==> config.mk <==
export PLATFORM = sky130hd
export DESIGN_NAME = mem_requester_flat
export DESIGN_NICKNAME = d
export VERILOG_FILES = /design/src/rtl/mem_requester_if.sv /design/src/rtl/mem_requester.sv /design/src/flat_wrapper.sv
export SDC_FILE = /design/constraint.sdc
export NUM_CORES = 1
export LEC_CHECK = 0
export CAP_MARGIN = 20
export CORE_ASPECT_RATIO = 1.4
export CORE_MARGIN = 4
export CORE_UTILIZATION = 25
export DETAILED_ROUTE_END_ITERATION = 7
export PLACE_DENSITY = 0.61
export SLEW_MARGIN = 20
export SYNTH_ARGS = -nofsm -noshare
export SYNTH_HDL_FRONTEND = slang
export SYNTH_SLANG_ARGS = --single-unit
==> constraint.sdc <==
create_clock -name clkIn -period 2 [get_ports clkIn]
set_input_delay 0.2 -clock clkIn [delete_from_list [all_inputs] [get_ports clkIn]]
set_output_delay 0.2 -clock clkIn [all_outputs]
set_load 0.005 [all_outputs]
==> src/rtl/mem_requester_if.sv <==
// mem_requester_if: client request/response and two-phase ram bus bundle.
// master = requester side, slave = client + ram side.
interface mem_requester_if;
  logic        reqValidIn;
  logic        reqReadyOut;
  logic        reqRwIn;
  logic [31:0] reqAddrIn;
  logic [31:0] reqDataIn;
  logic        rspValidOut;
  logic [31:0] rspDataOut;
  logic        rspErrOut;
  logic [31:0] memAddrOut;
  logic [31:0] memDataOut;
  logic        memRwOut;
  logic        memTriggerOut;
  logic [31:0] memDataIn;
  logic        memReadyIn;

  modport master (
    input  reqValidIn, reqRwIn, reqAddrIn, reqDataIn,
    input  memDataIn, memReadyIn,
    output reqReadyOut, rspValidOut, rspDataOut, rspErrOut,
    output memAddrOut, memDataOut, memRwOut, memTriggerOut
  );

  modport slave (
    output reqValidIn, reqRwIn, reqAddrIn, reqDataIn,
    output memDataIn, memReadyIn,
    input  reqReadyOut, rspValidOut, rspDataOut, rspErrOut,
    input  memAddrOut, memDataOut, memRwOut, memTriggerOut
  );
endinterface

==> src/rtl/mem_requester.sv <==
// mem_requester: single-outstanding client-to-ram requester, two-phase bus.
// Ports: clkIn, rstIn (sync, active-high), bus (mem_requester_if.master).
// MEM_REQUESTER_TIMEOUT_EN: abort WAIT after TIMEOUT_CYCLES with rspErrOut.
module mem_requester #(
  parameter int TIMEOUT_CYCLES = 256
) (
  input  logic            clkIn,
  input  logic            rstIn,
  mem_requester_if.master bus
);

  typedef enum logic [1:0] {
    IDLE,
    ISSUE,
    WAIT,
    RESP
  } state_e;

  state_e      state_q, state_d;
  logic        ready_q, ready_d;
  logic        valid_q, valid_d;
  logic [31:0] data_q, data_d;
  logic [31:0] addr_q, addr_d;
  logic [31:0] wdata_q, wdata_d;
  logic        rw_q, rw_d;
  logic        trig_q, trig_d;
  logic        base_q, base_d;
  logic        sync1_q, sync2_q;

`ifdef MEM_REQUESTER_TIMEOUT_EN
  localparam int CW = $clog2(TIMEOUT_CYCLES + 1);
  localparam logic [CW-1:0] LAST = CW'(TIMEOUT_CYCLES - 1);
  logic [CW-1:0] cnt_q, cnt_d;
  logic          err_q, err_d;
  assign bus.rspErrOut = err_q;
`else
  localparam int unused_timeout = TIMEOUT_CYCLES;
  assign bus.rspErrOut = 1'b0;
`endif

  always_comb begin
    state_d = state_q;
    ready_d = ready_q;
    valid_d = valid_q;
    data_d  = data_q;
    addr_d  = addr_q;
    wdata_d = wdata_q;
    rw_d    = rw_q;
    trig_d  = trig_q;
    base_d  = base_q;
`ifdef MEM_REQUESTER_TIMEOUT_EN
    cnt_d   = cnt_q;
    err_d   = err_q;
`endif
    unique case (state_q)
      IDLE: begin
        if (bus.reqValidIn) begin
          rw_d    = bus.reqRwIn;
          addr_d  = bus.reqAddrIn;
          wdata_d = bus.reqDataIn;
          ready_d = 1'b0;
          state_d = ISSUE;
        end
      end
      ISSUE: begin
        // the ack is a level change relative to where the line sits now
        trig_d  = ~trig_q;
        base_d  = sync2_q;
        state_d = WAIT;
`ifdef MEM_REQUESTER_TIMEOUT_EN
        cnt_d   = '0;
`endif
      end
      WAIT: begin
        if (sync2_q != base_q) begin
          data_d  = rw_q ? 32'd0 : bus.memDataIn;
          valid_d = 1'b1;
          state_d = RESP;
`ifdef MEM_REQUESTER_TIMEOUT_EN
          err_d   = 1'b0;
        end else if (cnt_q == LAST) begin
          data_d  = 32'd0;
          err_d   = 1'b1;
          valid_d = 1'b1;
          state_d = RESP;
        end else begin
          cnt_d   = cnt_q + 1'b1;
`endif
        end
      end
      RESP: begin
        valid_d = 1'b0;
        ready_d = 1'b1;
        state_d = IDLE;
      end
      default: state_d = IDLE;
    endcase
  end

  always_ff @(posedge clkIn) begin
    if (rstIn) begin
      state_q <= IDLE;
      ready_q <= 1'b1;
      valid_q <= 1'b0;
      data_q  <= '0;
      addr_q  <= '0;
      wdata_q <= '0;
      rw_q    <= 1'b0;
      trig_q  <= 1'b0;
      base_q  <= 1'b0;
      sync1_q <= 1'b0;
      sync2_q <= 1'b0;
`ifdef MEM_REQUESTER_TIMEOUT_EN
      cnt_q   <= '0;
      err_q   <= 1'b0;
`endif
    end else begin
      state_q <= state_d;
      ready_q <= ready_d;
      valid_q <= valid_d;
      data_q  <= data_d;
      addr_q  <= addr_d;
      wdata_q <= wdata_d;
      rw_q    <= rw_d;
      trig_q  <= trig_d;
      base_q  <= base_d;
      sync1_q <= bus.memReadyIn;
      sync2_q <= sync1_q;
`ifdef MEM_REQUESTER_TIMEOUT_EN
      cnt_q   <= cnt_d;
      err_q   <= err_d;
`endif
    end
  end

  assign bus.reqReadyOut   = ready_q;
  assign bus.rspValidOut   = valid_q;
  assign bus.rspDataOut    = data_q;
  assign bus.memAddrOut    = addr_q;
  assign bus.memDataOut    = wdata_q;
  assign bus.memRwOut      = rw_q;
  assign bus.memTriggerOut = trig_q;

endmodule

==> src/flat_wrapper.sv <==
// flat-port wrapper written by rule: the top's interface ports become plain ports
module mem_requester_flat 
#(
  parameter int TIMEOUT_CYCLES = 256
)
  (clkIn, rstIn, bus_reqValidIn, bus_reqRwIn, bus_reqAddrIn, bus_reqDataIn, bus_memDataIn, bus_memReadyIn, bus_reqReadyOut, bus_rspValidOut, bus_rspDataOut, bus_rspErrOut, bus_memAddrOut, bus_memDataOut, bus_memRwOut, bus_memTriggerOut);
  mem_requester_if bus_i ();
  input  logic clkIn;
  input  logic rstIn;
  input wire logic [$bits(bus_i.reqValidIn)-1:0] bus_reqValidIn;
  input wire logic [$bits(bus_i.reqRwIn)-1:0] bus_reqRwIn;
  input wire logic [$bits(bus_i.reqAddrIn)-1:0] bus_reqAddrIn;
  input wire logic [$bits(bus_i.reqDataIn)-1:0] bus_reqDataIn;
  input wire logic [$bits(bus_i.memDataIn)-1:0] bus_memDataIn;
  input wire logic [$bits(bus_i.memReadyIn)-1:0] bus_memReadyIn;
  output wire logic [$bits(bus_i.reqReadyOut)-1:0] bus_reqReadyOut;
  output wire logic [$bits(bus_i.rspValidOut)-1:0] bus_rspValidOut;
  output wire logic [$bits(bus_i.rspDataOut)-1:0] bus_rspDataOut;
  output wire logic [$bits(bus_i.rspErrOut)-1:0] bus_rspErrOut;
  output wire logic [$bits(bus_i.memAddrOut)-1:0] bus_memAddrOut;
  output wire logic [$bits(bus_i.memDataOut)-1:0] bus_memDataOut;
  output wire logic [$bits(bus_i.memRwOut)-1:0] bus_memRwOut;
  output wire logic [$bits(bus_i.memTriggerOut)-1:0] bus_memTriggerOut;
  assign bus_i.reqValidIn = bus_reqValidIn;
  assign bus_i.reqRwIn = bus_reqRwIn;
  assign bus_i.reqAddrIn = bus_reqAddrIn;
  assign bus_i.reqDataIn = bus_reqDataIn;
  assign bus_i.memDataIn = bus_memDataIn;
  assign bus_i.memReadyIn = bus_memReadyIn;
  assign bus_reqReadyOut = bus_i.reqReadyOut;
  assign bus_rspValidOut = bus_i.rspValidOut;
  assign bus_rspDataOut = bus_i.rspDataOut;
  assign bus_rspErrOut = bus_i.rspErrOut;
  assign bus_memAddrOut = bus_i.memAddrOut;
  assign bus_memDataOut = bus_i.memDataOut;
  assign bus_memRwOut = bus_i.memRwOut;
  assign bus_memTriggerOut = bus_i.memTriggerOut;
  mem_requester #(.TIMEOUT_CYCLES(TIMEOUT_CYCLES)) u_core (.clkIn(clkIn), .rstIn(rstIn), .bus(bus_i));
endmodule
==> run summary, run 1 <==
Run status = completed
Num CTS Buffers = 9
CTS HTree Levels = 3
Cell Chain, Critical Path = inv_1, ha_1, and2_2, buf_12, nand2_1, a21oi_1
Worst EP required = 2.27 ns
P_int = 4.41 mW
Worst setup EP type = flop
Overflow after GRT = 0
Register area = 2100 um^2
Kind of critical path = reg -> reg
ANT nets after route = 0
FMAX = 621 MHz
Max Slew Vio Count = 0
Syn Area/Cell = 8.36 um^2
Lkg Pwr = 2.23 nW
Largest net degree at the start of global routing = 41
Detailed Place HPWL = 9150 um
Initial antenna violation count = 0
Switching share of total power = 29.1%
R2R setup slack = 0.39 ns
Root Driver = clkbuf_16
Post_cts resized = 0
Seq/Total Area, Yosys = 53.3%
Clk pwr share = 29.0%
Crit path max fanout = 28
Max_cap viols = 0
RSZ-0062 raised after global routing = false
Synthesis-to-layout area growth = 63.2%
Avg WL per Cell = 14.9 um
Clk buf depth = 2
Synth area leader = dfxtp_1
Dpl ws = 0.336 ns
Pwr dens = 965 nW/um^2
Class of the worst hold path = in -> reg
Core Region = 15500 um^2
Fin Setup TNS = 0 ns
Vias in the first global route = 4034
Final setup viols = 0
Synth warn = 0
Final Hold Vio Count = 0
Clk sinks = 105
Post-layout util = 41.4%
Yosys reg bits = 105
Crit-path max cell delay = 0.40 ns
Drt initial violations = 232
Slew margin rel. = 63.2%
Mapped Cells = 472
Drt pass-1 iters = 4
Clk_lat worst skew = 0.34 ns
CP max-delay cell = and2_2
Postcts setup bufs = 0
Comb pwr share = 29.7%
Cell family with most CP delay = simple AND/OR/NAND/NOR gates
Crit path launch type = flop
Final non-filler cell total = 854
Filler cell count = 1562
CTS tree = done
Post-layout min period = 1.61 ns
Register share of total power = 41.3%
# rows = 54
Max VDD drop = 0.508 mV
Dpl cells = 838
Worst Path Arrival = 1.88 ns
Synth top area share = 53.3%
Die ar. = 17900 um^2
Clock Skews = 0.00620 ns
PnR worst setup slack = 0.390 ns
DRC errors left = 0
Chip Width = 114 um
Net count after synthesis = 577
Clk slew on worst S/H paths = 0.07 ns
Total global-route track usage = 13.7%
CP bufs+invs = 2
Slew @ Worst Pin = 0.550 ns
Multi-input logic area = 1640 um^2
Initial Util = 25.4%
Final Wtd Congestion = 0.748
Synth top area cells = dfxtp_1 53%, nand2_1 13%, a21oi_1 12%, nand4b_1 6.7%, o21ai_0 4.2%
First-pass GRT wire length = 19900 um
Die Ht = 157 um
Nets@finish = 758
N_diodes = 0
Final period util = 80.5%
Cell variety after synth = 27
Drt via density = 4.63
Share of cells above drive strength 1 = 4.86%
P_sw = 1.81 mW
Cell area after synthesis = 3940 um^2
Top Ports = 202
Detailed Route WL = 12700 um
Cts hold-fix bufs = 0
Vias after detailed routing = 3955
Port Buffers = 200
==> power groups by stage <==
stage          registers [mW]  logic (mW)  clock network [mW]
2_1_floorplan            2.63       0.755                   0
3_3_place_gp             2.60        1.85                   0
3_5_place_dp             2.61        1.87                   0
4_1_cts                  2.57        1.88                1.88
5_1_grt                  2.60        2.03                1.96
6_report                 2.56        1.84                1.80
==> synthesized netlist by cell type <==
| library cell | instances |
|---|---|
| buf_4 | 1 |
| a21oi_1 | 96 |
| o221ai_1 | 1 |
| conb_1 | 1 |
| xnor2_1 | 2 |
| o2111ai_1 | 1 |
| xor2_2 | 1 |
| buf_1 | 3 |
| nand4b_1 | 30 |
| buf_2 | 12 |
| nor2_1 | 5 |
| nand2_1 | 134 |
| o311ai_0 | 2 |
| nand3b_1 | 1 |
| inv_1 | 4 |
| and2_1 | 1 |
| dfxtp_1 | 105 |
| clkbuf_1 | 23 |
| a31oi_1 | 1 |
| mux2i_1 | 1 |
| or4_1 | 1 |
| ha_1 | 4 |
| nand2b_1 | 1 |
| nor2b_1 | 2 |
| nand4_1 | 3 |
| buf_6 | 3 |
| o21ai_0 | 33 |
==> per-stage QoR <==
stage	hold WS [ns]	power [mW]	cell area [um^2]
6_report	0.301	6.21	6430
3_3_place_gp	0.441	4.45	6130
4_1_cts	0.296	6.33	6430
5_1_grt	0.320	6.59	6430
3_5_place_dp	0.436	4.48	6130
2_1_floorplan	0.328	3.39	3940
==> path summary, 6_finish.rpt <==
check | depth (start not counted) | endpoint | startpoint
max reg2reg | 6 | u_core.bus.memAddrOut[16] | u_core.state_q[0]
min | 2 | u_core.bus.rspDataOut[5] | rstIn
min reg2reg | 1 | u_core.sync2_q | u_core.sync1_q
max | 6 | u_core.bus.memAddrOut[16] | u_core.state_q[0]
==> sequential cells by signal, summed over array words and instances (netlist names) <==
name / flops
u_core.bus.rspValidOut: 1
u_core.bus.rspDataOut: 32
u_core.base_q: 1
u_core.bus.memDataOut: 32
u_core.bus.memTriggerOut: 1
u_core.bus.reqReadyOut: 1
u_core.sync2_q: 1
u_core.state_q: 2
u_core.bus.memRwOut: 1
u_core.bus.memAddrOut: 32
u_core.sync1_q: 1
==> worst reg2reg max path: stages, from the launching register on <==
cell and delay (ns):
dfxtp_1 0.35, inv_1 0.12, ha_1 0.25, and2_2 0.41, buf_12 0.23, nand2_1 0.08, a21oi_1 0.11
==> layout by cell type (no fill, tap or decap), types with 2 or more instances in the layout <==
| master | count |
|---|---|
| a21oi_1 | 96 |
| buf_12 | 3 |
| buf_4 | 10 |
| clkbuf_16 | 9 |
| clkdlybuf4s50_1 | 199 |
| clkinv_4 | 2 |
| dfxtp_1 | 105 |
| ha_1 | 4 |
| inv_1 | 4 |
| nand2_1 | 133 |
| nand4_1 | 3 |
| nand4b_1 | 30 |
| nor2_1 | 5 |
| nor2b_1 | 2 |
| o21ai_0 | 33 |
| o311ai_0 | 2 |
==> per-layer routing <==
metal / GRT usage (%) / wire (um) / share of wire, % / up-vias
li1: - / - / - / 1955
met1: 14.8 / 4900 / 39 / 1828
met2: 24.1 / 6420 / 51 / 148
met3: 5.07 / 1030 / 8.1 / 24
met4: 5.26 / 342 / 2.7 / 0
met5: 0 / 0 / 0 / -
==> kinds of logic (layout without fill, tap and decap cells) <==
| group | Yosys count | in the layout | share of synthesized area, % |
|---|---|---|---|
| compound gates | 134 | 134 | 17.4 |
| xor+xnor | 3 | 3 | 0.857 |
| fa+ha+maj | 4 | 4 | 1.27 |
| buf+inv | 46 | 232 | 5.42 |
| flops | 105 | 105 | 53.3 |
| mux | 1 | 1 | 0.254 |
| other cells | 1 | 1 | 0.0951 |
| simple gates | 178 | 178 | 21.4 |
==> cell type report <==
| class | count | area share, % |
|---|---|---|
| sequential | 105 | 32.7 |
| tap | 196 | 3.81 |
| multi-input combinational | 321 | 25.5 |
| inverter | 4 | 0.233 |
| timing repair buffer | 212 | 33.1 |
| clock buffer | 11 | 3.77 |
| clock inverter | 5 | 0.992 |
(Power assumes the default switching activity.)
==> run 2, diff against run 1 <==
- clock period: 2 -> 1.5 ns (I/O delays scaled with it)
==> run summary, run 2 (synthesis gave the netlist of run 1 again) <==
Run status = completed (unchanged)
Crit path launch type = flop (unchanged)
Busiest grt layer = met2 (unchanged)
Drt via density = 4.67 (was 4.63)
Max_cap viols = 0 (unchanged)
Clk buf depth = 2 (unchanged)
Core Region = 15500 um^2 (unchanged)
Clk sinks = 105 (unchanged)
CTS tree = done (unchanged)
Nets@finish = 762 (was 758)
Crit-path max cell delay = 0.49 ns (was 0.40 ns)
Chip Width = 114 um (unchanged)
Post-DP Area = 6190 um^2 (was 6130 um^2)
Detailed Place HPWL = 9440 um (was 9150 um)
Kind of critical path = reg -> reg (unchanged)
RSZ-0062 raised after global routing = false (unchanged)
Vias after detailed routing = 4014 (was 3955)
CTS HTree Levels = 3 (unchanged)
Post-route cell area = 6510 um^2 (was 6430 um^2)
Pwr dens = 1260 nW/um^2 (was 965 nW/um^2)
Die ar. = 17900 um^2 (unchanged)
Post-layout min period = 1.41 ns (was 1.61 ns)
Max VDD drop = 0.573 mV (was 0.508 mV)
Share of cells above drive strength 1 = 5.59% (was 4.86%)
Final period util = 94.0% (was 80.5%)
CP max-delay cell = or4_1 (was and2_2)
CP bufs+invs = 2 (unchanged)
Final non-filler cell total = 859 (was 854)
Num CTS Buffers = 9 (unchanged)
Initial antenna violation count = 1 (was 0)
Initial Util = 25.4% (unchanged)
Cts hold-fix bufs = 0 (unchanged)
Final Hold Vio Count = 0 (unchanged)
Overflow after GRT = 0 (unchanged)
Postcts setup bufs = 0 (unchanged)
Top Ports = 202 (unchanged)
Dpl ws = -0.0448 ns (was 0.336 ns)
FMAX = 710 MHz (was 621 MHz)
Largest net degree at the start of global routing = 40 (was 41)
Die Ht = 157 um (unchanged)
Final setup viols = 0 (unchanged)
Cell Chain, Critical Path = inv_2, ha_2, inv_1, or4_1, o311ai_0 (was inv_1, ha_1, and2_2, buf_12, nand2_1, a21oi_1)
Max Slew Vio Count = 0 (unchanged)
Clk slew on worst S/H paths = 0.07 ns (about the same)
DRC errors left = 0 (unchanged)
Drt pass-1 iters = 5 (was 4)
Worst EP required = 1.73 ns (was 2.27 ns)
Dpl cells = 841 (was 838)
Crit path max fanout = 4 (was 28)
Worst Path Arrival = 1.64 ns (was 1.88 ns)
Worst setup EP type = flop (unchanged)
Port Buffers = 200 (unchanged)
First-pass GRT wire length = 20100 um (was 19900 um)
Detailed Route WL = 13100 um (was 12700 um)
Avg WL per Cell = 15.3 um (was 14.9 um)
# rows = 54 (unchanged)
Root Driver = clkbuf_16 (unchanged)
Class of the worst hold path = in -> reg (unchanged)
Commonest cells after routing, fill and taps aside = 199 x clkdlybuf4s50_1, 133 x nand2_1, 105 x dfxtp_1 (unchanged)
GR Util met2 = 24.0% (was 24.1%)
M3 GR Usage = 4.72% (was 5.07%)
ANT nets after route = 0 (unchanged)
Lkg Pwr = 2.25 nW (was 2.23 nW)
Grt met1 use = 15.3% (was 14.8%)
Drt initial violations = 204 (was 232)
Clock Skews = 0.00622 ns (was 0.00620 ns)
Vias in the first global route = 4032 (was 4034)
Most common cell after layout, fill and taps aside = clkdlybuf4s50_1 (unchanged)
Cell family with most CP delay = simple AND/OR/NAND/NOR gates (unchanged)
PnR worst setup slack = 0.0907 ns (was 0.390 ns)
Clk_lat worst skew = 0.33 ns (was 0.34 ns)
Synthesis-to-layout area growth = 65.0% (was 63.2%)
Total global-route track usage = 13.7% (about the same)
Final Wtd Congestion = 0.739 (was 0.748)
run 2: cell types whose count changed in the layout (fill, tap and decap cells not counted), sizes merged:
| cell | delta |
|---|---|
| clkinvlp | +3 |
| inv | -1 |
| bufinv | -1 |
| buf | +3 |
| clkbuf | +2 |
| diode | +1 |
| clkinv | -2 |
run 2: area by class of cell:
class	instances	area, um^2
Tap cell	196	245
Antenna cell	1	2.50
Multi-Input combinational cell	321	1660
Clock inverter	4	30.0
Clock buffer	12	236
Inverter	4	15.0
Sequential cell	105	2100
Fill cell	1548	9030
Timing Repair Buffer	216	2220
run 2: what timing repair did:
action / CTS / global route
setup endpoints to repair: 23 / 75
resized for setup: 2 / 5
gates cloned: 0 / 1
run 2: layer usage:
metal,vias up,part of all wire [%]
li1,1965,-
met1,1889,39
met2,141,51
met3,19,7.4
met4,0,2.4
met5,-,0
run 2: worst paths after layout:
check	from	end	slack [ns]	cells after the start
setup / recovery	u_core.state_q[0]	u_core.bus.rspValidOut	0.09	5
hold / removal	rstIn	u_core.bus.reqReadyOut	0.17	3
setup reg to reg	u_core.state_q[0]	u_core.bus.rspValidOut	0.09	5
hold reg to reg	u_core.bus.memDataOut[6]	u_core.bus.memDataOut[6]	0.45	2
run 2: per-stage QoR:
step | TNS (ns) | total power, mW | hold slack [ns] | utilization (%)
after floorplan | 0 | 4.52 | 0.278 | -
after global placement | 0 | 5.98 | 0.441 | 39.8
after detailed placement | -0.0930 | 6.05 | 0.446 | 39.8
after CTS | 0 | 8.27 | 0.161 | 41.6
after global routing | 0 | 8.69 | 0.196 | 41.9
final | 0 | 8.19 | 0.175 | 41.9
run 2: tightest hold or removal path: cells and delay by family:
kind	cells	cell delay, ns
buffers and inverters	2	0.23
AO/OA/AOI/OAI	1	0.10
run 2: power breakdown:
group          switching, mW  internal, mW  leakage [nW]
logic                   1.18          1.43          1.28
clock network           1.03          1.13         0.115
registers              0.225          3.20         0.857
